## src/rtl/overload_error_tx_pkg.sv

```systemverilog
// Shared CAN bit levels, default frame lengths and the error/overload TX state encoding.
// The lengths are also used by the overload receiver.
package overload_error_tx_pkg;

    localparam logic DOMINANT  = 1'b0;
    localparam logic RECESSIVE = 1'b1;

    localparam int unsigned DEF_FLAG_LEN    = 6;
    localparam int unsigned DEF_DELIM_LEN   = 8;
    localparam int unsigned DEF_DOM_OVF_LEN = 8;
    localparam int unsigned CNT_W           = 4;

    typedef enum logic [1:0] {
        ST_IDLE     = 2'd0,
        ST_FLAG     = 2'd1,
        ST_WAIT_REC = 2'd2,
        ST_DELIM    = 2'd3
    } tx_state_e;

endpackage

```

## src/rtl/overload_error_tx.sv

```systemverilog
// CAN error/overload frame transmitter: flag, wait for flag superposition to end, recessive delimiter.
// Clocked once per bit by samplePoint; every output is registered.
module overload_error_tx
    import overload_error_tx_pkg::*;
#(
    parameter int unsigned FLAG_LEN    = DEF_FLAG_LEN,
    parameter int unsigned DELIM_LEN   = DEF_DELIM_LEN,
    parameter int unsigned DOM_OVF_LEN = DEF_DOM_OVF_LEN
) (
    input  logic samplePoint,
    input  logic reset,
    input  logic canRX,
    input  logic startOverload,
    input  logic startError,
    input  logic errorPassive,
    output logic canTX,
    output logic busy,
    output logic isErrorFrame,
    output logic endFrame,
    output logic bitError,
    output logic dominantOverflow
);

    localparam logic [CNT_W-1:0] FLAG_LAST  = CNT_W'(FLAG_LEN - 1);
    localparam logic [CNT_W-1:0] DELIM_LAST = CNT_W'(DELIM_LEN - 1);
    localparam logic [CNT_W-1:0] OVF_LAST   = CNT_W'(DOM_OVF_LEN - 1);

    tx_state_e        r_state, w_nxt_state;
    logic [CNT_W-1:0] r_bit_cnt, w_nxt_bit_cnt;
    logic [CNT_W-1:0] r_dom_cnt, w_nxt_dom_cnt;
    logic             r_passive, w_nxt_passive;
    logic             r_tx, w_nxt_tx;
    logic             r_busy;
    logic             r_is_err, w_nxt_is_err;
    logic             r_end, w_nxt_end;
    logic             r_bit_err, w_nxt_bit_err;
    logic             r_ovf, w_nxt_ovf;

    always_ff @(posedge samplePoint or posedge reset) begin
        if (reset) begin
            r_state   <= ST_IDLE;
            r_bit_cnt <= '0;
            r_dom_cnt <= '0;
            r_passive <= 1'b0;
            r_tx      <= RECESSIVE;
            r_busy    <= 1'b0;
            r_is_err  <= 1'b0;
            r_end     <= 1'b0;
            r_bit_err <= 1'b0;
            r_ovf     <= 1'b0;
        end else begin
            r_state   <= w_nxt_state;
            r_bit_cnt <= w_nxt_bit_cnt;
            r_dom_cnt <= w_nxt_dom_cnt;
            r_passive <= w_nxt_passive;
            r_tx      <= w_nxt_tx;
            r_busy    <= (w_nxt_state != ST_IDLE);
            r_is_err  <= w_nxt_is_err;
            r_end     <= w_nxt_end;
            r_bit_err <= w_nxt_bit_err;
            r_ovf     <= w_nxt_ovf;
        end
    end

    always_comb begin
        w_nxt_state   = r_state;
        w_nxt_bit_cnt = r_bit_cnt;
        w_nxt_dom_cnt = r_dom_cnt;
        w_nxt_passive = r_passive;
        w_nxt_is_err  = r_is_err;
        w_nxt_tx      = RECESSIVE;
        w_nxt_end     = 1'b0;
        w_nxt_bit_err = 1'b0;
        w_nxt_ovf     = 1'b0;
        case (r_state)
            ST_IDLE: begin
                if (startError) begin
                    w_nxt_state   = ST_FLAG;
                    w_nxt_is_err  = 1'b1;
                    w_nxt_passive = errorPassive;
                    w_nxt_tx      = errorPassive ? RECESSIVE : DOMINANT;
                    w_nxt_bit_cnt = '0;
                end else if (startOverload) begin
                    w_nxt_state   = ST_FLAG;
                    w_nxt_is_err  = 1'b0;
                    w_nxt_passive = 1'b0;
                    w_nxt_tx      = DOMINANT;
                    w_nxt_bit_cnt = '0;
                end
            end
            ST_FLAG: begin
                // A passive flag is recessive and is overwritten freely, so it never flags errors.
                w_nxt_tx      = r_passive ? RECESSIVE : DOMINANT;
                w_nxt_bit_err = !r_passive && (canRX == RECESSIVE);
                if (r_bit_cnt == FLAG_LAST) begin
                    w_nxt_state   = ST_WAIT_REC;
                    w_nxt_tx      = RECESSIVE;
                    w_nxt_bit_cnt = '0;
                    w_nxt_dom_cnt = '0;
                end else begin
                    w_nxt_bit_cnt = r_bit_cnt + 1'b1;
                end
            end
            ST_WAIT_REC: begin
                if (canRX == DOMINANT) begin
                    if (r_dom_cnt == OVF_LAST) begin
                        w_nxt_ovf     = 1'b1;
                        w_nxt_dom_cnt = '0;
                    end else begin
                        w_nxt_dom_cnt = r_dom_cnt + 1'b1;
                    end
                end else begin
                    // The first recessive bit already belongs to the delimiter.
                    w_nxt_state   = ST_DELIM;
                    w_nxt_bit_cnt = CNT_W'(1);
                end
            end
            ST_DELIM: begin
                if (canRX == RECESSIVE) begin
                    if (r_bit_cnt == DELIM_LAST) begin
                        w_nxt_state   = ST_IDLE;
                        w_nxt_end     = 1'b1;
                        w_nxt_bit_cnt = '0;
                    end else begin
                        w_nxt_bit_cnt = r_bit_cnt + 1'b1;
                    end
                end else begin
                    w_nxt_bit_err = 1'b1;
                    w_nxt_state   = ST_FLAG;
                    w_nxt_is_err  = 1'b1;
                    w_nxt_passive = errorPassive;
                    w_nxt_tx      = errorPassive ? RECESSIVE : DOMINANT;
                    w_nxt_bit_cnt = '0;
                end
            end
            default: w_nxt_state = ST_IDLE;
        endcase
    end

    assign canTX            = r_tx;
    assign busy             = r_busy;
    assign isErrorFrame     = r_is_err;
    assign endFrame         = r_end;
    assign bitError         = r_bit_err;
    assign dominantOverflow = r_ovf;

endmodule

```

## config.mk

```make
export PLATFORM = sky130hd
export DESIGN_NAME = overload_error_tx
export DESIGN_NICKNAME = d
export VERILOG_FILES = /design/src/rtl/overload_error_tx_pkg.sv /design/src/rtl/overload_error_tx.sv
export SDC_FILE = /design/constraint.sdc
export NUM_CORES = 1
export LEC_CHECK = 0
export CORE_MARGIN = 5
export CORE_UTILIZATION = 52
export CTS_BUF_LIST = sky130_fd_sc_hd__clkbuf_8 sky130_fd_sc_hd__clkbuf_16
export CTS_CLUSTER_SIZE = 30
export DETAILED_ROUTE_END_ITERATION = 16
export PLACE_DENSITY_LB_ADDON = 0.08
export RECOVER_POWER = 25
export SLEW_MARGIN = 20
export SYNTH_ARGS = -nofsm -noshare
export SYNTH_HDL_FRONTEND = slang
export SYNTH_SLANG_ARGS = --single-unit
```

## constraint.sdc

```tcl
create_clock -name samplePoint -period 1.83 [get_ports samplePoint]
set_input_delay 0.366 -clock samplePoint [delete_from_list [all_inputs] [get_ports samplePoint]]
set_output_delay 0.366 -clock samplePoint [all_outputs]
set_load 0.02 [all_outputs]
```

==> flow_metrics.tcl, run 1 <==
set metrics [dict create \
    drt_iter0_drc 28 \
    critPathMaxFanout 1 \
    final_cells 132 \
    ys.flop_type "dfrtp_1" \
    first_pass_iters 4 \
    hold_path_depth 1 \
    p_clk_share_pct 17.1 \
    cts_sinks 17 \
    p_int_uw 982.5 \
    worstPathCellList "clkdlybuf4s50_1" \
    wl_per_cell_um 13.53 \
    powerDensity_nw_per_um2 1391 \
    core.rowCount 15 \
    cp-end-kind "output pin" \
    rrSetupSlack_ns 0.16 \
    crit_buf_inv 1 \
    worstPathRequired_ns 1.46 \
    skew_ns 0.004287 \
    timing.fmax_ghz 0.5832 \
    finalHoldViolations 0 \
    holdCritPathClass "reg2reg" \
    grt_overflow 0 \
    synth_common_cells "dfrtp_1 (16), nand2_1 (10), nor2_1 (7), nand3_1 (6), a21oi_1 (5)" \
    drc 0 \
    yosysMostFrequentCell "dfrtp_1" \
    core_area_um2 1689 \
    cp.depth 1 \
    worst_path_largest_cell_delay_ns 0.59 \
    crit_arrival_ns 1.35 \
    rsz0062_at_grt "false" \
    cts_made_buffers 3 \
    tns_ns 0 \
    yosysTopAreaCell "dfrtp_1" \
    worst_skew_pair.late_latency_ns 0.25 \
    ys_types 35 \
    dp_slack_ns 0.1097 \
    power_frac_comb_pct 41.7 \
    num_antenna_cells 0 \
    grt_pass1_vias 707 \
    syn2layout_area_growth_pct 24.55 \
    io_buffers 11 \
    avgSynthCellArea_um2 9.496 \
    holdBufCountCts 0 \
    clk_pin_slew_ns 0.06 \
    drv_slew 0 \
    postSynth.asyncResetShare_pct 100.0 \
    min_period_over_period_pct 93.69 \
    die_x_um 51.65 \
    maxCapViolCount 0 \
    syn_area_um2 902.1 \
    outcome "finished, final reports clean" \
    post_cts_buffers 0 \
    viasPerCell 5.765 \
    drt-total-wl_um 1786 \
    antenna_found_initial 0 \
    fin_crit_ns 1.715 \
    setup_viol 0 \
    num_io_pins 12 \
    nets 125 \
    cts_root_buffer "clkbuf_8" \
    setup_ws_ns 0.1154 \
    power_leakage_nw 0.5211 \
    ant_nets 0 \
    vdd_drop_max_uv 818.7 \
    cts_buffer_depth 2 \
    cp-start-kind "flop" \
    netlist.area_leader.share_pct 44.38 \
    crit_slowest_cell "clkdlybuf4s50_1" \
    cts_resized 0 \
    power_frac_seq_pct 41.2 \
    worst_hold_slack_ns 0.5136 \
    via_count 761 \
    reg2reg_from "r_bit_cnt[1]$_DFFE_PP0P_" \
    ff2ff_path_depth 6 \
    critPathKind "reg2out" \
    synth_area_leaders "dfrtp_1 (44%), ha_1 (4.2%), nand2_1 (4.2%), nand3_1 (3.3%), dfstp_2 (2.9%)" \
    whs_endpoint "dominantOverflow$_DFF_PP0_" \
    grt_pass1_wl_um 3146 \
    start_util_pct 53.41 \
    reg2reg_to "r_dom_cnt[3]$_DFFE_PP0P_" \
    cts_tree "built" \
    die-area_um2 2668 \
    die_h_um 51.65 \
    synth_edf_count 0 \
    htree_num_levels 1 \
    utilization_pct 66.52 \
    placed_cells 128 \
    syn_inst 95 \
    cp_top_family "buffers and inverters" \
    syn_nets 104 \
    hp-start "r_dom_cnt[3]$_DFFE_PP0P_" \
    layout-drive-gt1-share_pct 13.91 \
    synth_seq_cells 17 \
    track_usage_pct 16.04 \
    ys_seq_area_share_pct 47.30 \
    yosysWarningCount 0 \
    p_sw_share_pct 37.12 \
    grt_max_degree 18 \
    slew_headroom_pct 39.65 \
    fillers 128 \
    worst_pin_slew_ns 0.9052 \
    routabilityCongestion 0.7770 \
    power.switching_uw 580.0 \
    detailed_place_hpwl_um 1372 \
]
worst max-delay path by stage:
stage | from | slack (ns) | to
floorplan | r_bit_cnt[1]$_DFFE_PP0P_ | 0.24 | r_dom_cnt[3]$_DFFE_PP0P_
global placement | canRX | 0.11 | r_dom_cnt[3]$_DFFE_PP0P_
detailed placement | canRX | 0.11 | r_dom_cnt[3]$_DFFE_PP0P_
CTS | canTX$_DFF_PP1_ | 0.10 | canTX
global route | r_bit_cnt[1]$_DFFE_PP0P_ | 0.05 | r_dom_cnt[3]$_DFFE_PP0P_
finish | canTX$_DFF_PP1_ | 0.12 | canTX
power groups by stage:
| stage | registers (mW) | logic (mW) | clock network [mW] |
|---|---|---|---|
| after floorplan | 0.655 | 0.423 | 0 |
| after global placement | 0.643 | 0.649 | 0 |
| after detailed placement | 0.648 | 0.658 | 0 |
| after CTS | 0.643 | 0.658 | 0.278 |
| after global routing | 0.671 | 0.731 | 0.300 |
| final | 0.645 | 0.651 | 0.267 |
state kept, by name (all words and copies together), names as in the netlist:
register and flops:
r_dom_cnt 4, dominantOverflow 1, isErrorFrame 1, r_state 2, r_bit_cnt 4, endFrame 1, bitError 1, canTX 1
r_passive 1, busy 1
stage by stage:
step,area (µm²),power (mW)
3_5_place_dp,1082,1.306
3_3_place_gp,1082,1.292
6_report,1124,1.563
5_1_grt,1124,1.702
2_1_floorplan,902.1,1.078
4_1_cts,1127,1.578
metal layers:
| metal | wire [µm] | share of wire, % | track usage, % |
|---|---|---|---|
| met4 | 17 | 0.95 | 6.987 |
| met2 | 844 | 47 | 25.00 |
| met1 | 865 | 48 | 21.35 |
| met5 | 0 | 0 | 0 |
| met3 | 57 | 3.2 | 3.438 |
layout by cell type, fill, tap and decap left out, types with 4 or more instances in the layout:
cell type        instances
o21ai_1                  4
nand2_1                 10
buf_4                    7
nand3_1                  6
clkdlybuf4s50_1         10
a21oi_1                  5
inv_1                    5
nor2_1                   7
dfrtp_1                 16
layout make-up:
cell class / count / area (µm²) / share of cell area (%)
clock buffer: 3 / 41.29 / 3.675
clock inverter: 1 / 3.754 / 0.3341
inverter: 5 / 18.77 / 1.670
multi-input combinational: 70 / 445.4 / 39.64
sequential: 17 / 426.7 / 37.97
tap: 17 / 21.27 / 1.893
timing repair buffer: 19 / 166.4 / 14.81
cell families after synthesis:
| logic type | synth area share [%] |
|---|---|
| muxes | 2.358 |
| DFF | 47.30 |
| buffers and inverters | 3.328 |
| adders and majority gates | 4.161 |
| and+or+nand+nor | 22.47 |
| xor gates and xnor gates | 0.9711 |
| AOI/OAI and AO/OA | 19.42 |
worst reg2reg max path: stages (launching register included):
cell	delay (ns)
dfrtp_1	0.41
inv_1	0.07
ha_1	0.15
nand3b_1	0.12
o22a_2	0.27
or4_1	0.51
nand3_1	0.09
Note: power is estimated with default switching activity, not from simulation.
==> inputs of run 2 (changes only) <==
==> constraint.sdc (replaced) <==
create_clock -name samplePoint -period 1.83 [get_ports samplePoint]
set_input_delay 0.366 -clock samplePoint [delete_from_list [all_inputs] [get_ports samplePoint]]
set_output_delay 0.366 -clock samplePoint [all_outputs]
set_load 0.1 [all_outputs]
==> flow_metrics.tcl, run 2 (same netlist as run 1, synthesis figures left out) <==
set metrics [dict create \
    crit_arrival_ns 1.86 \
    cts_root_buffer "clkbuf_8" \
    die_x_um 51.65 \
    tns_ns 0 \
    post_cts_buffers 0 \
    worst_pin_slew_ns 0.9075 \
    cts_made_buffers 3 \
    multi_input_comb_area_um2 445.4 \
    critPathMaxFanout 4 \
    p_clk_share_pct 14.4 \
    cp-end-kind "flop" \
    slew_headroom_pct 39.50 \
    powerDensity_nw_per_um2 1575 \
    power_frac_seq_pct 35.9 \
    min_period_over_period_pct 91.37 \
    io_buffers 11 \
    cts_tree "built" \
    num_antenna_cells 0 \
    grt_pass1_vias 733 \
    p_int_mw 1.053 \
    layout-drive-gt1-share_pct 19.13 \
    drt-total-wl_um 1878 \
    track_usage_pct 16.91 \
    die_h_um 51.65 \
    via_count 787 \
    seq_area_um2 426.7 \
    num_io_pins 12 \
    antenna_found_initial 0 \
    worst_path_largest_cell_delay_ns 0.51 \
    vdd_drop_max_uv 734.5 \
    routabilityCongestion 0.7948 \
    ant_nets 0 \
    utilization_pct 70.07 \
    grt_pass1_wl_um 3298 \
    nets 125 \
    worstPathRequired_ns 2.02 \
    power_frac_comb_pct 49.7 \
    worstPathCellList "inv_1 > ha_1 > nand3b_1 > o22a_2 > or4_1 > nand3_1" \
    htree_num_levels 1 \
    core.rowCount 15 \
    p_sw_share_pct 43.49 \
    timing.fmax_ghz 0.5980 \
    setup_viol 0 \
    power_leakage_nw 0.5530 \
    rsz0062_at_grt "false" \
    syn2layout_area_growth_pct 31.21 \
    wl_per_cell_um 14.23 \
    core_area_um2 1689 \
    detailed_place_hpwl_um 1463 \
    viasPerCell 5.962 \
    maxCapViolCount 0 \
    worst_skew_pair.late_latency_ns 0.25 \
    final_common_cell "dfrtp_1" \
    start_util_pct 53.41 \
    cts_sinks 17 \
    drc 0 \
    grt_max_degree 18 \
    power.switching_uw 810.7 \
    first_pass_iters 4 \
    outcome "finished, final reports clean" \
    fillers 137 \
    placed_area_um2 1142 \
    drv_slew 0 \
    fin_crit_ns 1.672 \
    die-area_um2 2668 \
    cp_top_family "simple AND/OR/NAND/NOR gates" \
    crit_slowest_cell "or4_1" \
    top_regs "r_bit_cnt: 4 flops, r_dom_cnt: 4 flops, r_state: 2 flops" \
    grt_overflow 0 \
    skew_ns 0.0004653 \
    holdCritPathClass "reg2reg" \
    clk_pin_slew_ns 0.06 \
    drt_iter0_drc 11 \
    critPathKind "reg2reg" \
    cts_buffer_depth 2 \
    layout_common_cells "dfrtp_1 (16), nand2_1 (10), nor2_1 (7), buf_4 (7)" \
    cp-start-kind "flop" \
    holdBufCountCts 0 \
    cts_resized 0 \
    rrSetupSlack_ns 0.16 \
    crit_buf_inv 1 \
    final_area_um2 1184 \
    finalHoldViolations 0 \
    worst_hold_slack_ns 0.5149 \
]
==> run 2: cell types whose count changed in the layout (fill, tap and decap cells not counted), sizes merged <==
cell,change
buf,+6
clkdlybuf4s50,-6
==> run 2: layer usage <==
| layer | vias to the layer above | track usage (%) | routed length [µm] |
|---|---|---|---|
| met5 | - | 0 | 0 |
| met3 | 7 | 4.011 | 71 |
| met2 | 22 | 26.48 | 887 |
| met4 | 0 | 10.48 | 59 |
| met1 | 376 | 20.88 | 859 |
| li1 | 382 | - | - |
==> run 2: final timing paths <==
check,cells after the start,endpoint,start
worst max-delay path,6,r_dom_cnt[3]$_DFFE_PP0P_,r_bit_cnt[1]$_DFFE_PP0P_
max in group asynchronous,3,r_dom_cnt[3]$_DFFE_PP0P_,reset
worst min register to register,1,dominantOverflow$_DFF_PP0_,r_dom_cnt[3]$_DFFE_PP0P_
min in group asynchronous,3,endFrame$_DFF_PP0_,reset
worst min-delay path,1,dominantOverflow$_DFF_PP0_,r_dom_cnt[3]$_DFFE_PP0P_
worst max register to register,6,r_dom_cnt[3]$_DFFE_PP0P_,r_bit_cnt[1]$_DFFE_PP0P_
==> run 2: per-stage QoR <==
step | instances | setup slack, ns | power [mW]
detailed placement | 128 | 0.08914 | 1.605
finish | 132 | 0.1579 | 1.864
floorplan | 95 | 0.2351 | 1.277
global placement | 128 | 0.1143 | 1.580
global route | 132 | 0.07814 | 1.989
CTS | 132 | 0.1538 | 1.879
==> run 2: final cells by class <==
class                      count  area share [%]
inverter                       5           1.586
multi-input combinational     70           37.63
clock buffer                   3           3.488
clock inverter                 1          0.3171
sequential                    17           36.05
timing repair buffer          19           19.13
tap                           17           1.797
==> run 2: power groups by stage <==
stage	logic [mW]	registers [mW]	clock network, mW
2_1_floorplan	0.423	0.854	0
3_3_place_gp	0.916	0.664	0
3_5_place_dp	0.934	0.671	0
4_1_cts	0.933	0.668	0.278
5_1_grt	1.00	0.693	0.295
6_report	0.927	0.670	0.268
==> run 2: worst register-to-register path, stage by stage, from the launching register on <==
cell and delay (ns):
dfrtp_1 0.41, inv_1 0.07, ha_1 0.15, nand3b_1 0.11
o22a_2 0.26, or4_1 0.51, nand3_1 0.10
